## config.mk

```make
export PLATFORM = sky130hd
export DESIGN_NAME = idelay_scan_ctrl
export DESIGN_NICKNAME = d
export VERILOG_FILES = /design/src/rtl/idelay_scan_ctrl.sv
export SDC_FILE = /design/constraint.sdc
export NUM_CORES = 1
export LEC_CHECK = 0
export CAP_MARGIN = 10
export CORE_MARGIN = 4
export CORE_UTILIZATION = 60
export DETAILED_ROUTE_END_ITERATION = 7
export GPL_TIMING_DRIVEN = 0
export HOLD_SLACK_MARGIN = 0.08
export PLACE_DENSITY = 0.83
export SYNTH_ARGS = -nofsm -noshare
export SYNTH_HDL_FRONTEND = slang
export SYNTH_SLANG_ARGS = --single-unit
```

## constraint.sdc

```tcl
create_clock -name clk160 -period 4.8 [get_ports clk160]
set_input_delay 0.48 -clock clk160 [delete_from_list [all_inputs] [get_ports clk160]]
set_output_delay 0.48 -clock clk160 [all_outputs]
set_load 0.02 [all_outputs]
```

## src/rtl/idelay_scan_ctrl.sv

```systemverilog
// Eye-scan initiator: sweeps the IDELAY target, dwells on each tap, parks at the widest clean run.
// Optional IDELAY_SCAN_ERRCNT_EN adds per-tap error-count reporting ports.
`timescale 1ns/1ps

module idelay_scan_ctrl #(
    parameter int unsigned TAP_STEP      = 4,
    parameter int unsigned SETTLE_CYCLES = 16,
    parameter int unsigned DWELL_CYCLES  = 64,
    parameter int unsigned READY_TIMEOUT = 256
) (
    input  logic        clk160,
    input  logic        rstb,
    input  logic        start,
    input  logic        match,
    input  logic        delay_ready,
    output logic [8:0]  delay_target,
    output logic        busy,
    output logic        done,
    output logic        fail,
    output logic        timeout,
    output logic [8:0]  best_center,
    output logic [9:0]  best_width
`ifdef IDELAY_SCAN_ERRCNT_EN
    ,
    output logic        tap_result_valid,
    output logic [8:0]  tap_result_tap,
    output logic [15:0] tap_result_errcnt
`endif
);

    localparam int unsigned CNT_MAX_A = (SETTLE_CYCLES > DWELL_CYCLES) ? SETTLE_CYCLES : DWELL_CYCLES;
    localparam int unsigned CNT_MAX   = (CNT_MAX_A > READY_TIMEOUT) ? CNT_MAX_A : READY_TIMEOUT;
    localparam int unsigned CW        = $clog2(CNT_MAX + 1);
    localparam logic [8:0]  LAST_TAP  = 9'(511 - (511 % TAP_STEP));
    localparam logic [8:0]  STEP      = 9'(TAP_STEP);

    typedef enum logic [3:0] {
        S_IDLE,
        S_SET,
        S_SETTLE,
        S_WAIT_RDY,
        S_DWELL,
        S_EVAL,
        S_FINAL_SET,
        S_FINAL_SETTLE,
        S_FINAL_WAIT,
        S_DONE
    } state_t;

    state_t          state;
    state_t          state_nx;
    logic [CW-1:0]   cnt;
    logic [8:0]      tap;
    logic            run_open;
    logic [8:0]      run_start;
    logic [9:0]      run_len;

    logic            hit_settle;
    logic            hit_dwell;
    logic            hit_timeout;
    logic            is_last;
    logic            tap_good;
    logic            eff_open;
    logic [8:0]      eff_start;
    logic [9:0]      eff_len;
    logic [8:0]      eff_center;
    logic            close_now;

`ifdef IDELAY_SCAN_ERRCNT_EN
    logic [15:0]     errcnt;
    assign tap_good          = (errcnt == '0);
    assign tap_result_valid  = (state == S_EVAL);
    assign tap_result_tap    = tap;
    assign tap_result_errcnt = errcnt;
`else
    logic            err_seen;
    assign tap_good = ~err_seen;
`endif

    assign hit_settle  = (cnt == CW'(SETTLE_CYCLES - 1));
    assign hit_dwell   = (cnt == CW'(DWELL_CYCLES - 1));
    assign hit_timeout = (cnt == CW'(READY_TIMEOUT - 1));
    assign is_last     = (tap == LAST_TAP);

    assign busy = (state != S_IDLE) && (state != S_DONE);
    assign done = (state == S_DONE);

    always_ff @(posedge clk160) begin
        if (!rstb) state <= S_IDLE;
        else       state <= state_nx;
    end

    always_comb begin
        state_nx = state;
        case (state)
            S_IDLE, S_DONE: if (start) state_nx = S_SET;
            S_SET:          state_nx = S_SETTLE;
            S_SETTLE:       if (hit_settle) state_nx = S_WAIT_RDY;
            S_WAIT_RDY: begin
                if (delay_ready)      state_nx = S_DWELL;
                else if (hit_timeout) state_nx = S_DONE;
            end
            S_DWELL:        if (hit_dwell) state_nx = S_EVAL;
            S_EVAL:         state_nx = is_last ? S_FINAL_SET : S_SET;
            S_FINAL_SET:    state_nx = S_FINAL_SETTLE;
            S_FINAL_SETTLE: if (hit_settle) state_nx = S_FINAL_WAIT;
            S_FINAL_WAIT:   if (delay_ready || hit_timeout) state_nx = S_DONE;
            default:        state_nx = S_IDLE;
        endcase
    end

    // Run as it stands after including this tap; a bad tap leaves the open run untouched so it can be closed.
    always_comb begin
        eff_open   = tap_good | run_open;
        eff_start  = (tap_good && !run_open) ? tap : run_start;
        eff_len    = tap_good ? (run_open ? run_len + 10'd1 : 10'd1) : run_len;
        eff_center = 9'(16'(eff_start) + (((16'(eff_len) - 16'd1) * 16'(TAP_STEP)) >> 1));
        close_now  = ~tap_good | is_last;
    end

    always_ff @(posedge clk160) begin
        if (!rstb) begin
            cnt          <= '0;
            tap          <= '0;
            run_open     <= 1'b0;
            run_start    <= '0;
            run_len      <= '0;
            delay_target <= '0;
            fail         <= 1'b0;
            timeout      <= 1'b0;
            best_center  <= '0;
            best_width   <= '0;
`ifdef IDELAY_SCAN_ERRCNT_EN
            errcnt       <= '0;
`else
            err_seen     <= 1'b0;
`endif
        end else begin
            cnt <= (state_nx != state) ? '0 : cnt + 1'b1;
            case (state)
                S_IDLE, S_DONE: begin
                    if (start) begin
                        tap         <= '0;
                        run_open    <= 1'b0;
                        run_start   <= '0;
                        run_len     <= '0;
                        best_center <= '0;
                        best_width  <= '0;
                        fail        <= 1'b0;
                        timeout     <= 1'b0;
                    end
                end
                S_SET: begin
                    delay_target <= tap;
`ifdef IDELAY_SCAN_ERRCNT_EN
                    errcnt       <= '0;
`else
                    err_seen     <= 1'b0;
`endif
                end
                S_WAIT_RDY, S_FINAL_WAIT: begin
                    if (!delay_ready && hit_timeout) begin
                        fail         <= 1'b1;
                        timeout      <= 1'b1;
                        delay_target <= '0;
                    end
                end
                S_DWELL: begin
`ifdef IDELAY_SCAN_ERRCNT_EN
                    if (!match && errcnt != '1) errcnt <= errcnt + 16'd1;
`else
                    if (!match) err_seen <= 1'b1;
`endif
                end
                S_EVAL: begin
                    run_open  <= tap_good & ~is_last;
                    run_start <= eff_start;
                    run_len   <= eff_len;
                    if (close_now && eff_open && (eff_len > best_width)) begin
                        best_width  <= eff_len;
                        best_center <= eff_center;
                    end
                    if (!is_last) tap <= tap + STEP;
                end
                S_FINAL_SET: begin
                    if (best_width == '0) begin
                        fail         <= 1'b1;
                        delay_target <= '0;
                    end else begin
                        delay_target <= best_center;
                    end
                end
                default: ;
            endcase
        end
    end

endmodule

```

* Word-level counts from Yosys, hierarchy flattened
Cells that the tools add are included.
** Storage, ports and cells
- Bits in registers :: 73
- Bits of input ports :: 5
- Output and inout port bits :: 32
- Logic and storage cells :: 104
** Operators by class
- Add/subtract/negate cells :: 5
- Magnitude comparators :: 1
- Eq/ne operators :: 21
- Multiplexer cells :: 33
- Bitwise gates (word level) :: 6
- Reduce and logical (&&, ||, !) cells :: 26
** Operators by type and width (count)
- 9-bit 2-to-1 mux :: 6
- 9-bit case mux with 2 select lines :: 3
- 10-bit 2-to-1 mux :: 4
- 10-bit case mux with 2 select lines :: 2
- 4-bit case mux with 9 select lines :: 1
- 4-bit 2-to-1 mux :: 7
- 9-bit case mux with 3 select lines :: 1
- 4-bit by 3-bit equality test with 1-bit output (second input constant) :: 4
- 2-bit inequality test (second input constant) :: 6
- 10-bit by 1-bit adder with 10-bit output (second input constant) :: 1
- 10-bit > comparator :: 1
- 10-bit logical NOT :: 1
- 9-bit by 1-bit adder with 9-bit output (second input constant) :: 1
- 9-bit by 3-bit adder with 9-bit output (second input constant) :: 1
- 9-bit adder :: 1
- 9-bit by 4-bit equality test with 1-bit output (second input constant) :: 1
- 9-bit by 6-bit equality test with 1-bit output (second input constant) :: 1
- 9-bit by 8-bit equality test with 1-bit output (second input constant) :: 1
- 9-bit equality test (second input constant) :: 1
- 3-bit AND reduction :: 3
- 4-bit by 2-bit equality test with 1-bit output (second input constant) :: 2
- 4-bit equality test (second input constant) :: 2
- 8-bit by 1-bit subtractor with 8-bit output (second input constant) :: 1
- 1-bit case mux with 2 select lines :: 3
- other kinds (19) :: 37

* Longest topological paths before layout
Gate-level depths: netlist of run 1.
- Depth after elaboration :: 7
- Depth in mapped cells :: 15

* Worst setup path after synthesis of run 1
No wires, ideal clock.
- Path type :: register to register
- Start point :: register run_len[0]
- End point :: register best_center[8]
- Library setup time :: 122 ps
- Data arrival time :: 3021 ps
- Data required time :: 4678 ps
- Setup slack :: 1658 ps
- Cell stages (with the launch flop) :: 14
- Buffers on the path :: 1
- Clock period less this slack :: 3142 ps
- Path through :: dfxtp_1 -> ha_1 -> clkbuf_1 -> nor2b_1 -> o21ai_0 -> o21ai_1 -> or3_1 -> xnor2_1 -> ha_1 -> or4_1 -> a31oi_1 -> xnor2_1 -> xnor2_1 -> o22ai_1
** On the way
- Cells in the longest elaborated chain, start to end :: 7
- Elaborated cells between the ends (all ways) :: 11
** Ends and longest elaborated chain
- from (decl) :: line 56 : logic [9:0] run_len;
- from (signal assigned) :: line 178 : run_len <= eff_len;
- 10-bit by 1-bit adder with 10-bit output :: line 116 : eff_len = tap_good ? (run_open ? run_len + 10'd1 : 10'd1) : run_len;
- 10-bit 2-to-1 mux :: line 116
- 10-bit 2-to-1 mux * :: line 116
- 8-bit by 1-bit subtractor with 8-bit output or 10-bit > comparator (tied branches) :: line 117, 179
- 9-bit adder or 1-bit logical AND (tied branches) :: line 117, 179
- 9-bit 2-to-1 mux or 2-bit inequality test (tied branches)
- 9-bit case mux with 2 select lines or 3-bit AND reduction (tied branches)
- to (signal assigned) :: line 181 : best_center <= eff_center;
- to (decl) :: line 21 : output logic [8:0] best_center,
Every way passes the cells marked *; elsewhere a longest branch is shown, timed or not. The select of a mux whose other input is x is not followed.
A chain may end at the register's enable or synchronous reset.

* Worst setup path in the final report of run 1
- Start point :: register err_seen
- End point :: register best_width[0]
** On the way
- Cells in the longest elaborated chain, start to end :: 6
- Elaborated cells between the ends (all ways) :: 11
** Ends and longest elaborated chain
- from (decl) :: line 76 : logic err_seen;
- from (signal assigned) :: line 136 : err_seen <= 1'b0;
- from (signal assigned) :: line 158 : err_seen <= 1'b0;
- from (signal assigned) :: line 172 : if (!match) err_seen <= 1'b1;
- parallel branches: the longest is 6 deep, another holds 10-bit > comparator
- to (signal assigned) :: line 180 : best_width <= eff_len;
- to (decl) :: line 22 : output logic [9:0] best_width
Parallel ways; which one is timed is not known. The select of a mux whose other input is x is not followed.

==> results of run 1 <==
registers in the layout, indices dropped and copies added (netlist names), 4 cells and up:
signal / cells
state: 4
tap: 7
run_len: 10
cnt: 9
run_start: 9
best_width: 10
delay_target: 9
best_center: 9
placed cells by master, fill, tap and decap left out, types with 3 or more instances in the layout:
| cell type | count |
|---|---|
| a221oi_1 | 8 |
| and4_1 | 3 |
| dfxtp_1 | 71 |
| clkbuf_1 | 23 |
| xnor2_1 | 21 |
| a22oi_1 | 14 |
| nor3b_1 | 4 |
| nor2b_1 | 7 |
| o211ai_1 | 6 |
| mux2_2 | 8 |
| a31oi_1 | 4 |
| a211oi_1 | 3 |
| nand2_1 | 48 |
| nand2_2 | 3 |
| nor4_1 | 3 |
| nand2b_1 | 6 |
| nand4b_1 | 3 |
| and3_1 | 8 |
| nand4_1 | 4 |
| ha_1 | 21 |
| clkinvlp_4 | 3 |
| nor3_1 | 14 |
| o21a_1 | 4 |
| or3_1 | 13 |
| inv_1 | 17 |
| nand3_1 | 21 |
| a21oi_1 | 33 |
| and2_1 | 3 |
| o2111ai_1 | 3 |
| xor2_1 | 10 |
| clkdlybuf4s50_1 | 35 |
| clkbuf_8 | 9 |
| a21oi_2 | 6 |
| nand3b_1 | 8 |
| o21ai_0 | 12 |
| nor2_1 | 65 |
per-layer routing:
layer  track usage (%)  share of wire, %  up-vias
li1                  -                 -     1929
met1              37.2                45     1891
met2              45.1                47      170
met3              2.98               6.3       16
met4              10.8               1.8        0
met5                 0                 0        -
logic make-up after synthesis:
logic type      count (synthesis)  synth area share [%]
flops                          71                  33.9
buf+inv                        47                  4.87
compound gates                113                  18.8
mux                            10                  2.75
xor+xnor                       31                  6.48
simple gates                  221                  26.4
fa+ha+maj                      22                  6.75
critical path: stages (launching register included):
cell and delay, ns:
dfxtp_1 0.46, clkbuf_1 0.48, nor2_1 0.31, clkbuf_1 0.33, a21oi_1 0.50, ha_1 0.24, a21oi_1 0.08, o211ai_1 0.20
o2111ai_1 0.19, a311oi_4 0.45, buf_6 0.21, mux2_2 0.34, nor2_1 0.08
cell type report:
cell class,count,area (um^2)
Multi-Input combinational cell,397,2560
Fill cell,536,1940
Sequential cell,71,1420
Timing Repair Buffer,35,350
Buffer,29,136
Clock buffer,9,124
Tap cell,96,120
Clock inverter,7,71.3
Inverter,18,67.6
stage by stage:
step / util (%) / std cells / setup WS (ns) / hold slack [ns]
CTS: 71.5 / 662 / 0.893 / 0.465
finish: 71.5 / 662 / 0.839 / 0.460
detailed placement: 68.6 / 646 / 0.956 / 0.456
global placement: 68.6 / 646 / 1.04 / 0.444
global route: 71.5 / 662 / 0.641 / 0.480
floorplan: - / 515 / 1.66 / 0.423
power breakdown:
group          switching (uW)  internal [uW]  leakage [uW]
clock network             246            240     0.0000916
logic                    67.9           30.1       0.00107
registers                4.08            593      0.000572
path summary, 6_finish.rpt:
check	start	to	slack [ns]	cells past startpoint
setup / recovery	err_seen	best_width[0]	0.84	12
hold / removal	cnt[0]	cnt[0]	0.46	1
setup reg to reg	err_seen	best_width[0]	0.84	12
hold reg to reg	cnt[0]	cnt[0]	0.46	1
==> summary.md, run 1 <==
| Metric | Value |
|---|---|
| Status | `complete, no violations` |
| Syn_nets | `542` |
| Cell with the most instances after synthesis | `dfxtp_1` |
| Drt first pass iters | `7` |
| Clk slew on worst S/H paths | `0.08 ns` |
| Worst-Margin Slew | `1.13 ns` |
| Max Cap Violations | `0` |
| Die Ht | `91.6 um` |
| Critical path launch point type | `flop` |
| Pwr per Cell Area | `243 mW/mm^2` |
| Drt total wl | `11.3 mm` |
| DRC Markers | `0` |
| Post-CTS Setup Bufs | `0` |
| Static leakage | `0.00173 uW` |
| Design area | `0.00485 mm^2` |
| Routed Antenna Nets | `0` |
| Worst Skew | `0.0140 ns` |
| Synthesized cell area | `0.00419 mm^2` |
| GR Util All Layers | `27.6%` |
| Row count | `30` |
| Max Buffers Root-to-Sink | `2` |
| RSZ-0062 raised after global routing | `false` |
| Crit path arrival time | `4.24 ns` |
| Global route overflow | `0` |
| Tot Pwr | `1180 uW` |
| Die area | `0.00838 mm^2` |
| Async set-or-reset flop fraction in the synthesized netlist | `0%` |
| DRT iter0 DRCs | `326` |
| Die width | `91.6 um` |
| Clk sinks | `71` |
| Hpwl dp | `8.17 mm` |
| Initial Util | `61.7%` |
| Largest net degree at the start of global routing | `14` |
| Area contributors post-synth | `dfxtp_1, ha_1, nor2_1` |
| #FFs+latches synth | `71` |
| TritonCTS Buffers | `9` |
| Via count | `4006` |
| Worst slew margin | `24.0%` |
| Nets | `588` |
| Hold buffers post-CTS | `0` |
| Initial antenna violation count | `0` |
| Hold Path Class | `flop to flop` |
| Fmax | `252 MHz` |
| Share of the synthesized area in the top cell type | `33.9%` |
| Crit-path max FO | `10` |
| Setup violations, final | `0` |
| CTS Root Cell | `clkbuf_8` |
| Placed Instance Area | `0.00466 mm^2` |
| Worst-Skew Late Latency | `0.35 ns` |
| Worst Setup End Kind | `flop` |
| First-pass GRT wire length | `18.7 mm` |
| Routed length per instance | `17.1 um` |
| Critical path class | `flop to flop` |
| Register area share after synthesis | `33.9%` |
| Worst vdd ir | `0.177 mV` |
| IO buf count | `35` |
| # resized after CTS | `0` |
| Final Hold Fails | `0` |
| Avg Cell Area, Syn | `8.13 um^2` |
| Final period utilization | `82.5%` |
| Setup tns final | `0 ns` |
| Area Growth Syn to Fin | `15.9%` |
| Share of layout cells above drive strength 1 | `8.30%` |
| CTS tree | `yes` |
| Number of top-level pins | `37` |
| Htree depth | `3` |
| Slew Limit Fails | `0` |
| Warnings, synthesis | `0` |
| RePlAce Congestion | `0.887` |
| Ys flop type | `dfxtp_1` |
| Number of global-route vias before repair | `3847` |
| Worst Path Required | `5.08 ns` |
| N_diodes | `0` |
| Syn Inst Count | `515` |
| Post-layout min period | `3.96 ns` |
| Commonest cells post-synth | `dfxtp_1, nor2_1, nand2_1` |
| Core area | `0.00679 mm^2` |
| Synth area leader | `dfxtp_1` |
| Via density | `6.05` |
| Distinct cells, synth | `65` |
| EDFF count, synth | `0` |
Note: power is estimated with default switching activity, not from simulation.
==> run 2, diff against run 1 <==
Settings changed: CORE_UTILIZATION 60 to 58, PLACE_DENSITY 0.83 to 0.8.
Clock period 4.8 ns to 4 ns, I/O delays scaled along.
==> summary.md, run 2 (synthesized netlist as in run 1, its figures left out) <==
| Metric | Value |
|---|---|
| Setup violations, final | `0 (unchanged)` |
| Most frequent cells in the layout | `dfxtp_1, nor2_1, nand2_1` |
| Top delay family on crit path | `simple AND/OR/NAND/NOR gates` |
| Routed length per instance | `17.0 um (-0.20%)` |
| Core area | `0.00691 mm^2 (+1.7%)` |
| Die area | `0.00865 mm^2 (+3.1%)` |
| TritonCTS Buffers | `9 (unchanged)` |
| Clk slew on worst S/H paths | `0.08 ns (about the same)` |
| Worst-Margin Slew | `1.05 ns (-0.0773 ns)` |
| Switching share of power | `26.9% (-0.081 points)` |
| Static leakage | `0.00174 uW (+0.70%)` |
| Setup tns final | `0 ns (unchanged)` |
| Post-layout min period | `3.74 ns (-0.225 ns)` |
| DRC Markers | `0 (unchanged)` |
| Drt first pass iters | `5 (-2)` |
| Pwr per Cell Area | `292 mW/mm^2 (+20%)` |
| Share of layout cells above drive strength 1 | `8.63% (+0.32 points)` |
| Max Cap Violations | `0 (unchanged)` |
| Die width | `93.0 um (+1.6%)` |
| CTS tree | `yes` |
| Worst Skew | `0.0175 ns (+0.00347 ns)` |
| Routed Antenna Nets | `0 (unchanged)` |
| Htree depth | `3 (unchanged)` |
| Top flop regs | `best_width (10), run_len (10)` |
| Int Pwr | `1040 uW (+20%)` |
| RePlAce Congestion | `0.940 (+6.0%)` |
| Worst Setup End Kind | `flop` |
| Setup WS pre-CTS | `0.242 ns (-0.715 ns)` |
| Net load switching power | `382 uW (+20%)` |
| Drt total wl | `11.3 mm (about the same)` |
| Commonest non-fill, non-tap cell in the layout | `dfxtp_1` |
| Number of global-route vias before repair | `3683 (-4.3%)` |
| Initial Util | `60.7% (-1.0 points)` |
| Die Ht | `93.0 um (+1.6%)` |
| Worst vdd ir | `0.206 mV (+16%)` |
| CP Buf/Inv Count | `1 (-2)` |
| GR Util All Layers | `26.9% (-0.69 points)` |
| CP cell instances | `ha_1 -> clkbuf_1 -> nor2b_1 -> o21ai_0 -> o21ai_1 -> or3_1 -> xnor2_1 -> ha_1 -> or4_1 -> a31oi_1 -> xnor2_1 -> xnor2_1 -> o22ai_1` |
| Initial antenna violation count | `0 (unchanged)` |
| Worst Path Required | `4.24 ns (-0.84 ns)` |
| Largest net degree at the start of global routing | `14 (unchanged)` |
| Crit path top cell by count | `xnor2_1` |
| Nets | `590 (+0.34%)` |
| CP max stage delay | `0.52 ns (+0.02 ns)` |
| Area Growth Syn to Fin | `16.3%` |
| DRT iter0 DRCs | `329 (+0.92%)` |
| Clk sinks | `71 (unchanged)` |
| Final worst setup slack | `0.264 ns (-0.575 ns)` |
| DP Cell Count | `646 (unchanged)` |
| Slowest-stage cell, CP | `or4_1` |
| Crit-path max FO | `8 (-2)` |
| First-pass GRT wire length | `18.5 mm (-1.1%)` |
| Fmax | `268 MHz (+6.0%)` |
| Crit path arrival time | `3.98 ns (-0.26 ns)` |
| Final Hold Fails | `0 (unchanged)` |
| Critical path launch point type | `flop` |
| Status | `complete, no violations` |
| CTS Root Cell | `clkbuf_8` |
| Hold buffers post-CTS | `0 (unchanged)` |
| Sequential fraction of design power | `50.4% (about the same)` |
| Final period utilization | `93.4% (+11 points)` |
| N_diodes | `0 (unchanged)` |
| Row count | `30 (unchanged)` |
| Worst-Skew Late Latency | `0.36 ns (about the same)` |
| Slew Limit Fails | `0 (unchanged)` |
| Max Buffers Root-to-Sink | `2 (unchanged)` |
| Number of top-level pins | `37 (unchanged)` |
| Comb power frac | `8.2% (about the same)` |
| Hold Path Class | `flop to flop` |
| Clk pwr share | `41.4% (+0.2 points)` |
| RSZ-0062 raised after global routing | `false` |
| Tot Pwr | `1420 uW (+20%)` |
| Final cell count without fillers | `664 (+0.30%)` |
| Worst slew margin | `29.2% (+5.2 points)` |
| IO buf count | `35 (unchanged)` |
| Hpwl dp | `8.19 mm (+0.22%)` |
| Critical path class | `flop to flop` |
| Global route overflow | `0 (unchanged)` |
| Via density | `6.09 (+0.57%)` |
| Via count | `4041 (+0.87%)` |
run 2: per-layer routing:
layer  vias up  routed length [um]  track usage, %
met5         -                   0               0
met4         0                 268            12.3
met3        29                 795            3.54
met2       163                5070            40.4
met1      1907                5190            38.4
li1       1942                   -               -
run 2: worst paths after layout:
kind,startpoint,end,slack (ns),depth (start not counted)
max,run_len[0],best_center[8],0.26,13
min,cnt[0],cnt[0],0.46,1
max reg2reg,run_len[0],best_center[8],0.26,13
min reg2reg,cnt[0],cnt[0],0.46,1
run 2: cell type report:
cell class	count	area, um^2
Multi-Input combinational cell	397	2570
Inverter	18	67.6
Clock inverter	6	67.6
Buffer	29	136
Fill cell	579	2030
Tap cell	96	120
Timing Repair Buffer	37	365
Clock buffer	10	128
Sequential cell	71	1420
run 2: stage by stage:
stage	hold WS, ns	instance area, um^2	utilization, %
floorplan	0.423	4190	-
finish	0.459	4870	70.5
detailed placement	0.448	4660	67.5
global route	0.486	4870	70.5
global placement	0.441	4660	67.5
CTS	0.463	4850	70.3
run 2: power by group through the flow:
| stage | clock (uW) | combinational, uW | sequential (uW) |
|---|---|---|---|
| after floorplan | 0 | 76.9 | 732 |
| after global routing | 622 | 127 | 717 |
| after detailed placement | 0 | 114 | 732 |
| final | 588 | 117 | 716 |
| after CTS | 588 | 114 | 716 |
| after global placement | 0 | 113 | 732 |
run 2: what timing repair did:
action,4_1_cts,5_1_grt
endpoints found under the setup margin,0,13
gates resized for setup,0,1
hold endpoints to repair,0,0
setup buffers,0,2
